File: config.mk
export PLATFORM = sky130hd
export DESIGN_NAME = fir_tap_scheduler_flat
export DESIGN_NICKNAME = d
export VERILOG_FILES = /design/src/rtl/fir_pkg.sv /design/src/rtl/fir_tap_scheduler_if.sv /design/src/rtl/fir_tap_scheduler_rca_16bit.sv /design/src/rtl/fir_tap_scheduler.sv /design/src/flat_wrapper.sv
export SDC_FILE = /design/constraint.sdc
export NUM_CORES = 1
export LEC_CHECK = 0
export CAP_MARGIN = 20
export CORE_ASPECT_RATIO = 0.7
export CORE_UTILIZATION = 69
export DETAILED_ROUTE_END_ITERATION = 6
export PLACE_DENSITY_LB_ADDON = 0.15
export SYNTH_ARGS = -nofsm -noshare
export SYNTH_HDL_FRONTEND = slang
export SYNTH_SLANG_ARGS = --single-unit
File: constraint.sdc
create_clock -name clk -period 20.2 [get_ports clk]
set_clock_uncertainty 0.2 [all_clocks]
set_input_delay 4.04 -clock clk [delete_from_list [all_inputs] [get_ports clk]]
set_output_delay 4.04 -clock clk [all_outputs]
set_load 0.05 [all_outputs]
File: src/rtl/fir_pkg.sv
// Shared types and constants for the time-multiplexed FIR tap scheduler.
// Latency: n/a (declarations only).
// Backpressure: n/a (declarations only).
package fir_pkg;

  localparam int DW     = 16;
  localparam int QSHIFT = 15;

  typedef enum logic [1:0] {
    IDLE = 2'd0,
    ACC  = 2'd1,
    OUT  = 2'd2
  } state_t;

endpackage

File: src/rtl/fir_tap_scheduler_if.sv
// Sample, result and coefficient-config signals of the FIR tap scheduler.
// Latency: n/a (wires only).
// Backpressure: valid/ready on both the sample and the result side.
interface fir_tap_scheduler_if #(
  parameter int NTAPS = 8
) ();
  import fir_pkg::*;

  localparam int AW = (NTAPS > 1) ? $clog2(NTAPS) : 1;

  logic          cfg_we;
  logic [AW-1:0] cfg_addr;
  logic [DW-1:0] cfg_data;
  logic          in_valid;
  logic          in_ready;
  logic [DW-1:0] in_data;
  logic          out_valid;
  logic          out_ready;
  logic [DW-1:0] out_data;
  logic          ovf;
  logic          busy;

  modport master (
    output cfg_we, cfg_addr, cfg_data, in_valid, in_data, out_ready,
    input  in_ready, out_valid, out_data, ovf, busy
  );

  modport slave (
    input  cfg_we, cfg_addr, cfg_data, in_valid, in_data, out_ready,
    output in_ready, out_valid, out_data, ovf, busy
  );

endinterface

File: src/rtl/fir_tap_scheduler_rca_16bit.sv
// rca_16bit: plain 16-bit ripple-carry adder, the shared accumulate adder.
// Latency: combinational.
// Backpressure: none.
module rca_16bit (
  input  logic [15:0] a,
  input  logic [15:0] b,
  input  logic        c,
  output logic [15:0] sum,
  output logic        cout
);

  logic [16:0] cy;

  assign cy[0] = c;

  for (genvar i = 0; i < 16; i++) begin : g_bit
    assign sum[i]  = a[i] ^ b[i] ^ cy[i];
    assign cy[i+1] = (a[i] & b[i]) | (cy[i] & (a[i] ^ b[i]));
  end

  assign cout = cy[16];

endmodule

File: src/rtl/fir_tap_scheduler.sv
// Time-multiplexed FIR: one sample per accept, NTAPS accumulate cycles on one adder.
// Latency: accept in cycle T, out_valid from T+NTAPS+1; min sample interval NTAPS+2.
// Backpressure: result held in OUT until out_ready; no sample accepted outside IDLE.
// Optional: define FIR_ACC_SAT_EN to saturate the accumulator on overflow instead of wrapping.
module fir_tap_scheduler
  import fir_pkg::*;
#(
  parameter int NTAPS = 8
) (
  input  logic                 clk,
  input  logic                 rst_n,
  fir_tap_scheduler_if.slave   bus
);

  localparam int AW = (NTAPS > 1) ? $clog2(NTAPS) : 1;

  state_t               state_q, state_d;
  logic signed [DW-1:0] x_q    [NTAPS];
  logic signed [DW-1:0] coef_q [NTAPS];
  logic signed [DW-1:0] acc_q;
  logic        [AW-1:0] idx_q;
  logic                 ovf_q;

  logic                   accept;
  logic                   acc_step;
  logic                   cfg_wr;
  logic signed [2*DW-1:0] prod;
  logic signed [DW-1:0]   term;
  logic        [DW-1:0]   sum;
  logic                   add_cout_unused;
  logic                   add_ovf;
  logic signed [DW-1:0]   acc_next;

  // Single shared accumulate adder; carry-in tied low, carry-out not needed.
  rca_16bit u_acc_add (
    .a    (acc_q),
    .b    (term),
    .c    (1'b0),
    .sum  (sum),
    .cout (add_cout_unused)
  );

  // Multiply the current tap, rescale Q2.30 back to Q1.15, and resolve overflow.
  always_comb begin
    prod     = x_q[idx_q] * coef_q[idx_q];
    term     = DW'(prod >>> QSHIFT);
    add_ovf  = (acc_q[DW-1] == term[DW-1]) && (sum[DW-1] != acc_q[DW-1]);
`ifdef FIR_ACC_SAT_EN
    if (add_ovf) begin
      acc_next = acc_q[DW-1] ? 16'sh8000 : 16'sh7FFF;
    end else begin
      acc_next = $signed(sum);
    end
`else
    acc_next = $signed(sum);
`endif
  end

  // Next-state and control decode for IDLE -> ACC -> OUT.
  always_comb begin
    state_d  = state_q;
    accept   = 1'b0;
    acc_step = 1'b0;
    cfg_wr   = bus.cfg_we && (state_q == IDLE) && (int'(bus.cfg_addr) < NTAPS);
    case (state_q)
      IDLE: begin
        if (bus.in_valid) begin
          accept  = 1'b1;
          state_d = ACC;
        end
      end
      ACC: begin
        acc_step = 1'b1;
        if (idx_q == AW'(NTAPS - 1)) state_d = OUT;
      end
      OUT: begin
        if (bus.out_ready) state_d = IDLE;
      end
      default: state_d = IDLE;
    endcase
  end

  // State register; reset discards any partial or pending result.
  always_ff @(posedge clk or negedge rst_n) begin
    if (!rst_n) state_q <= IDLE;
    else        state_q <= state_d;
  end

  // Coefficient file, delay line and accumulator; the delay line moves only on accept.
  always_ff @(posedge clk or negedge rst_n) begin
    if (!rst_n) begin
      for (int k = 0; k < NTAPS; k++) begin
        x_q[k]    <= '0;
        coef_q[k] <= '0;
      end
      acc_q <= '0;
      idx_q <= '0;
      ovf_q <= 1'b0;
    end else begin
      if (cfg_wr) coef_q[bus.cfg_addr] <= $signed(bus.cfg_data);
      if (accept) begin
        x_q[0] <= $signed(bus.in_data);
        for (int k = 1; k < NTAPS; k++) x_q[k] <= x_q[k-1];
        acc_q <= '0;
        idx_q <= '0;
        ovf_q <= 1'b0;
      end else if (acc_step) begin
        acc_q <= acc_next;
        idx_q <= idx_q + 1'b1;
        ovf_q <= ovf_q | add_ovf;
      end
    end
  end

  assign bus.in_ready  = (state_q == IDLE);
  assign bus.out_valid = (state_q == OUT);
  assign bus.busy      = (state_q != IDLE);
  assign bus.out_data  = acc_q;
  assign bus.ovf       = ovf_q;

endmodule

File: src/flat_wrapper.sv
// flat-port wrapper written by rule: the top's interface ports become plain ports
module fir_tap_scheduler_flat import fir_pkg::*;
#(
  parameter int NTAPS = 8
)
  (clk, rst_n, bus_cfg_we, bus_cfg_addr, bus_cfg_data, bus_in_valid, bus_in_data, bus_out_ready, bus_in_ready, bus_out_valid, bus_out_data, bus_ovf, bus_busy);
  fir_tap_scheduler_if #(.NTAPS(NTAPS)) bus_i ();
  input  logic clk;
  input  logic rst_n;
  input wire logic [$bits(bus_i.cfg_we)-1:0] bus_cfg_we;
  input wire logic [$bits(bus_i.cfg_addr)-1:0] bus_cfg_addr;
  input wire logic [$bits(bus_i.cfg_data)-1:0] bus_cfg_data;
  input wire logic [$bits(bus_i.in_valid)-1:0] bus_in_valid;
  input wire logic [$bits(bus_i.in_data)-1:0] bus_in_data;
  input wire logic [$bits(bus_i.out_ready)-1:0] bus_out_ready;
  output wire logic [$bits(bus_i.in_ready)-1:0] bus_in_ready;
  output wire logic [$bits(bus_i.out_valid)-1:0] bus_out_valid;
  output wire logic [$bits(bus_i.out_data)-1:0] bus_out_data;
  output wire logic [$bits(bus_i.ovf)-1:0] bus_ovf;
  output wire logic [$bits(bus_i.busy)-1:0] bus_busy;
  assign bus_i.cfg_we = bus_cfg_we;
  assign bus_i.cfg_addr = bus_cfg_addr;
  assign bus_i.cfg_data = bus_cfg_data;
  assign bus_i.in_valid = bus_in_valid;
  assign bus_i.in_data = bus_in_data;
  assign bus_i.out_ready = bus_out_ready;
  assign bus_in_ready = bus_i.in_ready;
  assign bus_out_valid = bus_i.out_valid;
  assign bus_out_data = bus_i.out_data;
  assign bus_ovf = bus_i.ovf;
  assign bus_busy = bus_i.busy;
  fir_tap_scheduler #(.NTAPS(NTAPS)) u_core (.clk(clk), .rst_n(rst_n), .bus(bus_i));
endmodule
# == Word-level counts from Yosys, hierarchy flattened ==
# Index checks and enable logic that the tools add are counted.
# totals
output_inout_bits,20
regBits,278
word_cells,139
# op_classes
add_sub_neg,1
n_lt_le_gt_ge,3
n_eq_ne,8
reduce_logical,7
bitwise_logic,77
mux,22
multipliers,1
# ops
op,count
$bwmux 128,1
$mux 16,7
$bmux 16 s3,2
$demux 16 s3,1
$mul 16x16->31,1
$xor 1x1->1,31
$and 1x1->1,29
$or 1x1->1,15
$ge 4x4->1 const B,2
$not 3->4,2
$mux 2,3
$mux 3,2
$pmux 2 s3,1
$mux 1,5
$lt 4x1->1 const B,1
$ne 2x2->1 const B,2
$reduce_bool 2->1,2
$add 3x1->3 const B,1
$eq 3x3->1 const B,1
$logic_and 1x1->1,3
$reduce_and 3->1,1
$eq 2x1->1 const B,1
$eq 2x2->1 const B,1
$logic_not 2->1,1
other kinds (3),3

# == Logic depth before layout (Yosys ltp) ==
# Gate-level depths: netlist (run 1).
# depth
depth_word,40
depth_mapped,49
mapped_depth_nobuf,45

# == By module ==
# Synthesis (run 1) repeated with hierarchy kept, for this count alone.
# unflattened
hier_cells,2093
hier_area_um2,21904.8
# by_module_without_submodules
mod,area_per_inst_um2,instances,cells_per_inst
fir_tap_scheduler,21546.9,1,2067
rca_16bit,357.8,1,26

# == Worst setup path before layout (run 1) ==
# No wires, ideal clock.
# synth_path
path_kind,flip-flop to flip-flop
startpoint,register u_core.idx_q[0]
endpoint,"register u_core.acc_q[15], in the netlist u_core.bus.out_data[15]"
path_stages_with_launch,46
arrival_ns,12.871
n_path_buf,4
slack_ns,6.993
period_less_slack_ns,13.207
required_ns,19.865
cell_sequence,dfrtp_1 > buf_2 > buf_2 > buf_2 > mux4_2 > mux2i_1 > clkbuf_1 > nor2_1 > fa_1 > inv_1 > fa_1 > fa_1 > inv_1 > fa_1 > fa_1 > inv_1 > fa_1 > inv_1 > [... 10 more ...] > fa_1 > fa_1 > fa_1 > fa_1 > fa_1 > fa_1 > fa_1 > fa_1 > fa_1 > fa_1 > inv_1 > fa_1 > fa_1 > xnor2_2 > o21ai_1 > a22o_1 > a221oi_1 > a21oi_1
# synth_via
elab_chain_len,37
# synth_rtl
item,line_no,rtl
start: declaration,fir_tap_scheduler.sv:21,logic [AW-1:0] idx_q;
start signal: assignment,fir_tap_scheduler.sv:109,idx_q <= idx_q + 1'b1;
$not 3->4 (not written as such) (*),fir_tap_scheduler.sv:45,prod = x_q[idx_q] * coef_q[idx_q];
$bmux 16 s3,fir_tap_scheduler.sv:45,
$mux 16 (not written as such) (2 in series),fir_tap_scheduler.sv:45,
$mul 16x16->31 (*),fir_tap_scheduler.sv:45,
$and 1x1->1 or $xor 1x1->1 (tied branches),fir_tap_scheduler_rca_16bit.sv:18,assign cy[i+1] = (a[i] & b[i]) | (cy[i] & (a[i] ^ b[i]));
$and 1x1->1,fir_tap_scheduler_rca_16bit.sv:18,
$or 1x1->1,fir_tap_scheduler_rca_16bit.sv:18,
$and 1x1->1,fir_tap_scheduler_rca_16bit.sv:18,
[... 20 more ...],-,
$or 1x1->1,fir_tap_scheduler_rca_16bit.sv:18,
$and 1x1->1,fir_tap_scheduler_rca_16bit.sv:18,
$or 1x1->1,fir_tap_scheduler_rca_16bit.sv:18,
$and 1x1->1,fir_tap_scheduler_rca_16bit.sv:18,
$or 1x1->1,fir_tap_scheduler_rca_16bit.sv:18,
$xor 1x1->1 (*),fir_tap_scheduler_rca_16bit.sv:17,assign sum[i] = a[i] ^ b[i] ^ cy[i];
$mux 16 (*),fir_tap_scheduler.sv:107,end else if (acc_step) begin
$mux 16 (*),fir_tap_scheduler.sv:101,if (accept) begin
end signal: assignment,fir_tap_scheduler.sv:108,acc_q <= acc_next;
end: declaration,fir_tap_scheduler.sv:20,logic signed [DW-1:0] acc_q;
# Mark *: on every way between the ends. The rest lies on a longest branch, timed or not. The select of a mux whose other input is x is not followed.
# A chain may end at the register's enable or synchronous reset.

# == Final worst setup path (run 1) ==
# Ends and elaborated chain as after synthesis.

==> flow_summary.ini, run 1 <==
[critical_path]
worstPathRequired_ps = 20430
rrSetupSlack_ps = 5680
arrival_ps = 14750
crit_path_end_kind = register
r2r-start = u_core.idx_q[0]
path_max_fanout = 42
cpPeakStageDelay_ps = 880
crit_slowest_cell = mux2i_1
cp_common_cell = fa_1
cp-start-kind = register
startpoint = u_core.idx_q[0]
critPathKind = reg2reg

[timing]
final.min_clock_period_ps = 14520
max_freq_ghz = 0.0689
hold_viol = 0
final_max_slew_viol_count = 0
period_share_pct = 71.9
fin_tns_setup_ps = 0
max_slew_margin_pct = 23.6
finalSetupViolCount = 0
rsz0062_at_grt = no
tightest_slew_ps = 1110

[routing]
drt_iter0_markers = 1487
firstDrtPassIters = 7
drt-total-wl_um = 50000
drc = 2
vias = 15000
wl_per_cell_um = 19.7
via_per_inst = 5.90
ant_nets = 0

[cts]
cts_made_buffers = 27
clock_latency_ps = 560
cts_htree_levels = 1
clock-root-buffer = clkbuf_16
hold_buffers = 0
cts_tree = built
ctsLongestPathBuffers = 3
path_clk_slew_ps = 60
cts_setup_buffers = 0
cts.repair.resized = 0
clock_sinks = 278

[yosys]
yosys_warnings = 0
ys_top_cells_by_count = nand2_1, inv_1, dfrtp_1
synthDominantCellAreaShare_pct = 31.8
synth_area_leaders = dfrtp_1, fa_1, nand2_1
synth_area_um2 = 21900
synth-main-ff-cell = dfrtp_1
synth_edf_count = 0
async_flop_share_pct = 100
synth_cell_types = 47
seq_area_frac_synth_pct = 31.8
synth.most_common_cell = nand2_1
avgSynthCellArea_um2 = 10.5
yosys_register_bits = 278
netlist_instances = 2080
yosysTopAreaCell = dfrtp_1
syn_nets = 2469

[floorplan]
die_height_um = 151
start_util_pct = 70.3
fp.dieArea_um2 = 32400
std_cell_rows = 54
core_area_um2 = 31100
die_x_um = 215
num_io_pins = 60

[run]
max_cap_viol_count = 0

[layout]
final_nets = 2488
drive_gt1_share_pct = 14.2
syn_to_final_growth_pct = 8.47
fin_util_pct = 76.2
nFillCells = 2049

[global_route]
grt_max_degree = 175
grt_use_total_pct = 33.2
grt_pass1_wl_um = 83300
grt_pass1_vias = 15900
antenna_found_initial = 1
grt_overflow = 0

[outcome]
status = finished, violations left
violations = design-rule violations

[worst_hold_path]
hp-class = reg2reg
min_from = u_core.x_q[15]

[placement]
dp_hpwl_um = 35600
place_congestion = 0.972
port_buffers = 59
==> state kept, by name, summed over array words and instances (netlist names) <==
name	count
u_core.x_q	128
u_core.idx_q	3
u_core.bus.out_data	16
u_core.coef_q	128
u_core.bus.ovf	1
u_core.state_q	2
==> metrics by stage <==
stage	std cells	hold WS [ps]	setup WS, ps	cell area, um^2
after global placement	2490	252	5930	22800
after detailed placement	2490	263	5580	22800
final	2539	271	5680	23700
after floorplan	2080	241	6990	21900
after CTS	2538	277	5560	23700
after global routing	2538	291	4720	23700
==> final cells by class <==
type                            count  area (um^2)  share of cell area (%)
Clock buffer                       39          791                    3.33
Multi-Input combinational cell   1430        13500                    57.0
Sequential cell                   278         6960                    29.3
Antenna cell                        1         2.50                  0.0105
Clock inverter                      9          114                   0.480
Inverter                          285         1070                    4.51
Timing Repair Buffer               77          743                    3.13
Tap cell                          420          526                    2.21
==> cell usage in the layout, fill, tap and decap left out, types with 17 or more instances in the layout <==
cell type          n
nand3_1           24
mux2i_1           18
fa_1             269
buf_4             17
inv_1            285
mux2_2           151
nor2b_1           22
clkdlybuf4s50_1   58
nand2_1          557
nor2_1            94
clkbuf_16         27
dfrtp_1          275
ha_1              80
mux4_2            64
==> metal layers <==
| layer | vias up | track usage [%] | wire length, um | part of all wire, % |
|---|---|---|---|---|
| li1 | 6570 | - | - | - |
| met2 | 607 | 54.9 | 24200 | 48 |
| met5 | - | 0 | 0 | 0 |
| met4 | 0 | 8.71 | 1260 | 2.5 |
| met3 | 112 | 7.07 | 4300 | 8.6 |
| met1 | 7686 | 45.5 | 20200 | 41 |
==> critical path: cells and delay by family, from the launching register on <==
family,cells,cell delay (ps)
adders and majority gates,22,9040
buffers and inverters,6,1050
xor gates and xnor gates,1,190
DFF,1,760
AOI/OAI and AO/OA,8,1310
muxes,2,1500
and+or+nand+nor,3,320
==> kinds of logic (layout without fill, tap and decap cells) <==
family	Yosys count	in the layout	synth area share, %
AOI/OAI and AO/OA	56	56	1.73
xor gates and xnor gates	24	24	1.06
adders and majority gates	349	349	29.2
buffers and inverters	372	410	6.45
DFF	278	278	31.8
muxes	237	237	15.6
other	0	1	0
and+or+nand+nor	764	764	14.2
==> final timing paths <==
| kind | end | cells after the start |
|---|---|---|
| worst max-delay path | u_core.bus.out_data[15] | 42 |
| worst min-delay path | u_core.x_q[15] | 2 |
| worst max register to register | u_core.bus.out_data[15] | 42 |
| worst min register to register | u_core.x_q[15] | 2 |
| max in group asynchronous | u_core.idx_q[0] | 2 |
| min in group asynchronous | u_core.x_q[123] | 1 |
Power of run 1 is not shown: default switching activity piles up to over one toggle a cycle in this logic, so the estimate is an artifact.
==> inputs of run 2 (changes only) <==
--- a/config.mk
+++ b/config.mk
@@ -7,7 +7,7 @@
 export LEC_CHECK = 0
 export CAP_MARGIN = 20
 export CORE_ASPECT_RATIO = 0.7
-export CORE_UTILIZATION = 69
+export CORE_UTILIZATION = 58
 export DETAILED_ROUTE_END_ITERATION = 6
 export PLACE_DENSITY_LB_ADDON = 0.15
 export SYNTH_ARGS = -nofsm -noshare
==> constraint.sdc (replaced) <==
create_clock -name clk -period 13.34 [get_ports clk]
set_clock_uncertainty 0.2 [all_clocks]
set_input_delay 2.668 -clock clk [delete_from_list [all_inputs] [get_ports clk]]
set_output_delay 2.668 -clock clk [all_outputs]
set_load 0.05 [all_outputs]
==> flow_summary.ini, run 2 (synthesis results as in run 1) <==
[outcome]
status = completed

[layout]
final_cell_mix = nand2_1, inv_1, dfrtp_1
syn_to_final_growth_pct = 11.5
drive_gt1_share_pct = 16.9
multiInputGateArea_um2 = 13600
final_nets = 2534
final_cell_area_um2 = 24400
seqCellArea_um2 = 6960
layout_commonest_cell = nand2_1
nFillCells = 2871

[floorplan]
fp.dieArea_um2 = 38500
core_area_um2 = 37100
start_util_pct = 58.9
num_io_pins = 60
die_height_um = 165
std_cell_rows = 59
die_x_um = 234

[critical_path]
crit_buf_inv = 8
critPathKind = reg2reg
critPathTopFamily = adder cells
cp-start-kind = register
cpPeakStageDelay_ps = 530
crit_slowest_cell = fa_1
crit_path_end_kind = register
cp_common_cell = fa_1
arrival_ps = 13000
worstPathRequired_ps = 13570
path_max_fanout = 6

[cts]
clock_sinks = 278
clock_latency_ps = 570
cts_htree_levels = 1
clock-root-buffer = clkbuf_16
ctsLongestPathBuffers = 3
path_clk_slew_ps = 70
cts_tree = built
cts_made_buffers = 28

[timing]
max_slew_margin_pct = 30.2
hold_viol = 0
period_share_pct = 95.7
tightest_slew_ps = 1050
final.min_clock_period_ps = 12770
max_freq_ghz = 0.0783
final_max_slew_viol_count = 0
finalSetupViolCount = 0

[run]
max_cap_viol_count = 0

[global_route]
grt_pass1_vias = 15600
grt_max_degree = 138
grt_use_total_pct = 28.3
grt_overflow = 0
grt_pass1_wl_um = 83700
antenna_found_initial = 2

[routing]
drt_iter0_markers = 1157
via_per_inst = 5.60
drt-total-wl_um = 50600
wl_per_cell_um = 19.0
vias = 14900
drc = 0
firstDrtPassIters = 5
ant_nets = 0

[placement]
port_buffers = 59
place_congestion = 0.935
dp_hpwl_um = 37100
place_area_um2 = 23200

[worst_hold_path]
hp-class = reg2reg
==> run 2: cell type report <==
class | count | share of cell area (%)
sequential | 278 | 28.5
inverter | 285 | 4.40
tap | 488 | 2.50
clock buffer | 41 | 3.40
timing repair buffer | 122 | 4.89
multi-input combinational | 1430 | 55.8
antenna | 1 | 0.0103
clock inverter | 10 | 0.508
==> run 2: metrics by stage <==
stage                     hold WS (ps)  cells  setup TNS [ps]  setup slack (ps)  utilization (%)
after floorplan                    241   2080               0               133                -
after global placement             252   2589               0               203             62.5
after detailed placement           259   2589               0              79.2             62.5
after CTS                          274   2640               0              36.4             65.1
after global routing               276   2654           -2.03             -2.03             65.7
final                              271   2655               0               573             65.7
==> run 2: worst min-delay path: cells and delay by family, from the launching register on <==
family,cells,cell delay (ps)
AND/OR/NAND/NOR,2,110
flip-flops,1,340
==> run 2: timing repair <==
item	CTS	global route
hold buffers	0	0
buffers inserted	0	12
hold endpoints to repair	0	0
endpoints found under the setup margin	0	3
resized for setup	0	24
==> run 2: worst paths after layout <==
| check | end | cells past startpoint | from | slack, ps |
|---|---|---|---|---|
| min reg2reg | u_core.x_q[2] | 2 | u_core.x_q[2] | 270 |
| min in group asynchronous | u_core.x_q[116] | 1 | rst_n | 2010 |
| min | u_core.x_q[2] | 2 | u_core.x_q[2] | 270 |
| max | u_core.bus.out_data[15] | 44 | u_core.idx_q[0] | 570 |
| max in group asynchronous | u_core.idx_q[0] | 4 | rst_n | 8640 |
| max reg2reg | u_core.bus.out_data[15] | 44 | u_core.idx_q[0] | 570 |
==> run 2: routing by layer <==
metal | global-route usage (%) | share of wire, % | vias to the layer above
li1 | - | - | 6660
met1 | 41.1 | 44 | 7608
met2 | 43.8 | 46 | 509
met3 | 6.47 | 8.3 | 83
met4 | 5.87 | 2.5 | 2
met5 | 0 | 0.026 | -
Power of run 2 is left out for the same reason.
==> inputs of run 3 (changes only) <==
--- a/config.mk
+++ b/config.mk
@@ -5,10 +5,12 @@
 export SDC_FILE = /design/constraint.sdc
 export NUM_CORES = 1
 export LEC_CHECK = 0
+export ABC_AREA = 1
 export CAP_MARGIN = 20
 export CORE_ASPECT_RATIO = 0.7
 export CORE_UTILIZATION = 58
 export DETAILED_ROUTE_END_ITERATION = 6
+export MAX_ROUTING_LAYER = met4
 export PLACE_DENSITY_LB_ADDON = 0.15
 export SYNTH_ARGS = -nofsm -noshare
 export SYNTH_HDL_FRONTEND = slang
==> flow_summary.ini, run 3 <==
[outcome]
status = finished, violations left
violations = design-rule violations

[yosys]
synth_area_leaders = dfrtp_1, fa_1, nand2_1
synthAdderAreaFrac_pct = 28.6
synthDominantCellAreaShare_pct = 31.2
synth_xor_area_share_pct = 1.00
synth-main-ff-cell = dfrtp_1
synth.most_common_cell = nand2_1
yosys_warnings = 0
synth.mux.area_fraction_pct = 0
seq_area_frac_synth_pct = 31.2
yosys.area_share.simple_pct = 15.9
synth_compound_area_share_pct = 12.4
syn_nets = 3082
synth_cell_types = 41
netlist_instances = 2693
avgSynthCellArea_um2 = 8.29
async_flop_share_pct = 100
ys_top_cells_by_count = nand2_1, inv_1, o21ai_0
synth_edf_count = 0
yosysTopAreaCell = dfrtp_1
synth_area_um2 = 22300
synth_top_family_by_area = adder cells
yosys_register_bits = 278

[layout]
syn_to_final_growth_pct = 10.7
drive_gt1_share_pct = 6.12
final_cell_mix = nand2_1, inv_1, o21ai_0
final_nets = 3128
antenna_cells = 0
layout_commonest_cell = nand2_1

[floorplan]
std_cell_rows = 59
core_area_um2 = 37500
die_x_um = 236
fp.dieArea_um2 = 39300
start_util_pct = 59.5
num_io_pins = 60
die_height_um = 166

[critical_path]
worstPathRequired_ps = 13600
arrival_ps = 12990
critPathKind = reg2reg
r2r-start = u_core.idx_q[0]
critPathTopFamily = adder cells
crit_slowest_cell = dfrtp_4
r2r_end = u_core.bus.ovf
cpPeakStageDelay_ps = 580
crit_path_end_kind = register
cp-start-kind = register
path_max_fanout = 38
r2r_cells = 45
rrSetupSlack_ps = 610
cp_common_cell = fa_1
crit_buf_inv = 10

[timing]
period_share_pct = 95.5
final_max_slew_viol_count = 0
max_freq_ghz = 0.0785
max_slew_margin_pct = 32.3
whs_ps = 283
tightest_slew_ps = 1020
hold_viol = 0
finalSetupViolCount = 0
final.min_clock_period_ps = 12730

[cts]
ctsLongestPathBuffers = 3
hold_buffers = 0
path_clk_slew_ps = 70
clock_sinks = 278
clock-root-buffer = clkbuf_16
cts_made_buffers = 28
cts_tree = built
clock_latency_ps = 570
cts_htree_levels = 1

[routing]
ant_nets = 0
drc = 2
drt-total-wl_um = 60500
firstDrtPassIters = 7
via_per_inst = 5.56
wl_per_cell_um = 18.6
vias = 18100
drt_iter0_markers = 1920

[run]
max_cap_viol_count = 0

[placement]
place_congestion = 1.02
dp_hpwl_um = 44200
port_buffers = 59

[worst_hold_path]
hold_path_depth = 2
hp-class = reg2reg
whs_endpoint = u_core.coef_q[99]
min_from = u_core.coef_q[99]

[global_route]
grt_pass1_vias = 18100
grt_overflow = 0
grt_pass1_wl_um = 98000
grt_use_total_pct = 32.9
grt_max_degree = 125
antenna_found_initial = 0
## run 3: kinds of logic (layout without fill, tap and decap cells)
group                    after synthesis  in the layout
XOR/XNOR                              24             24
AO/OA/AOI/OAI                        518            518
AND/OR/NAND/NOR                      906            906
buffers and inverters                618            686
flip-flops                           278            278
adder cells (fa/ha/maj)              349            349
## run 3: worst max path at each step
stage,start,to,slack [ps],cells past startpoint
CTS,u_core.idx_q[0],u_core.bus.ovf,330,45
detailed placement,u_core.idx_q[0],u_core.bus.ovf,350,45
finish,u_core.idx_q[0],u_core.bus.ovf,610,45
floorplan,u_core.idx_q[0],u_core.bus.out_data[14],1150,44
global placement,u_core.idx_q[0],u_core.bus.ovf,520,45
global route,u_core.idx_q[0],u_core.bus.ovf,-4,46
## run 3: what timing repair did
item | in CTS | in global routing
setup buffers | 0 | 7
setup endpoints to repair | 0 | 4
resized for setup | 0 | 15
## run 3: layout make-up
cell class | instances | area [um^2]
Clock buffer | 42 | 845
Clock inverter | 10 | 134
Multi-Input combinational cell | 1797 | 13000
Inverter | 498 | 1880
Timing Repair Buffer | 136 | 1310
Tap cell | 488 | 611
Fill cell | 3141 | 12800
Sequential cell | 278 | 6960
## run 3: layer usage
| layer | global-route usage, % | up-vias | share of wire [%] |
|---|---|---|---|
| met2 | 46.6 | 716 | 43 |
| met4 | 7.11 | 0 | 2.0 |
| met5 | - | - | 0 |
| li1 | - | 8368 | - |
| met3 | 7.95 | 72 | 10 |
| met1 | 48.0 | 8911 | 45 |
## run 3: worst min-delay path, cell delays in order, from the launching register on
cell and delay (ps):
dfrtp_1 340, nand2_1 50, o21ai_0 60
## run 3: through the flow
step / utilization (%) / area [um^2] / instances / setup TNS [ps] / setup WS (ps)
after floorplan: - / 22300 / 2693 / 0 / 1150
after global placement: 62.9 / 23600 / 3188 / 0 / 524
after detailed placement: 62.9 / 23600 / 3188 / 0 / 353
after CTS: 65.5 / 24600 / 3240 / 0 / 327
after global routing: 65.9 / 24700 / 3249 / -3.52 / -3.52
final: 65.9 / 24700 / 3249 / 0 / 607
Power of run 3 is left out for the same reason.
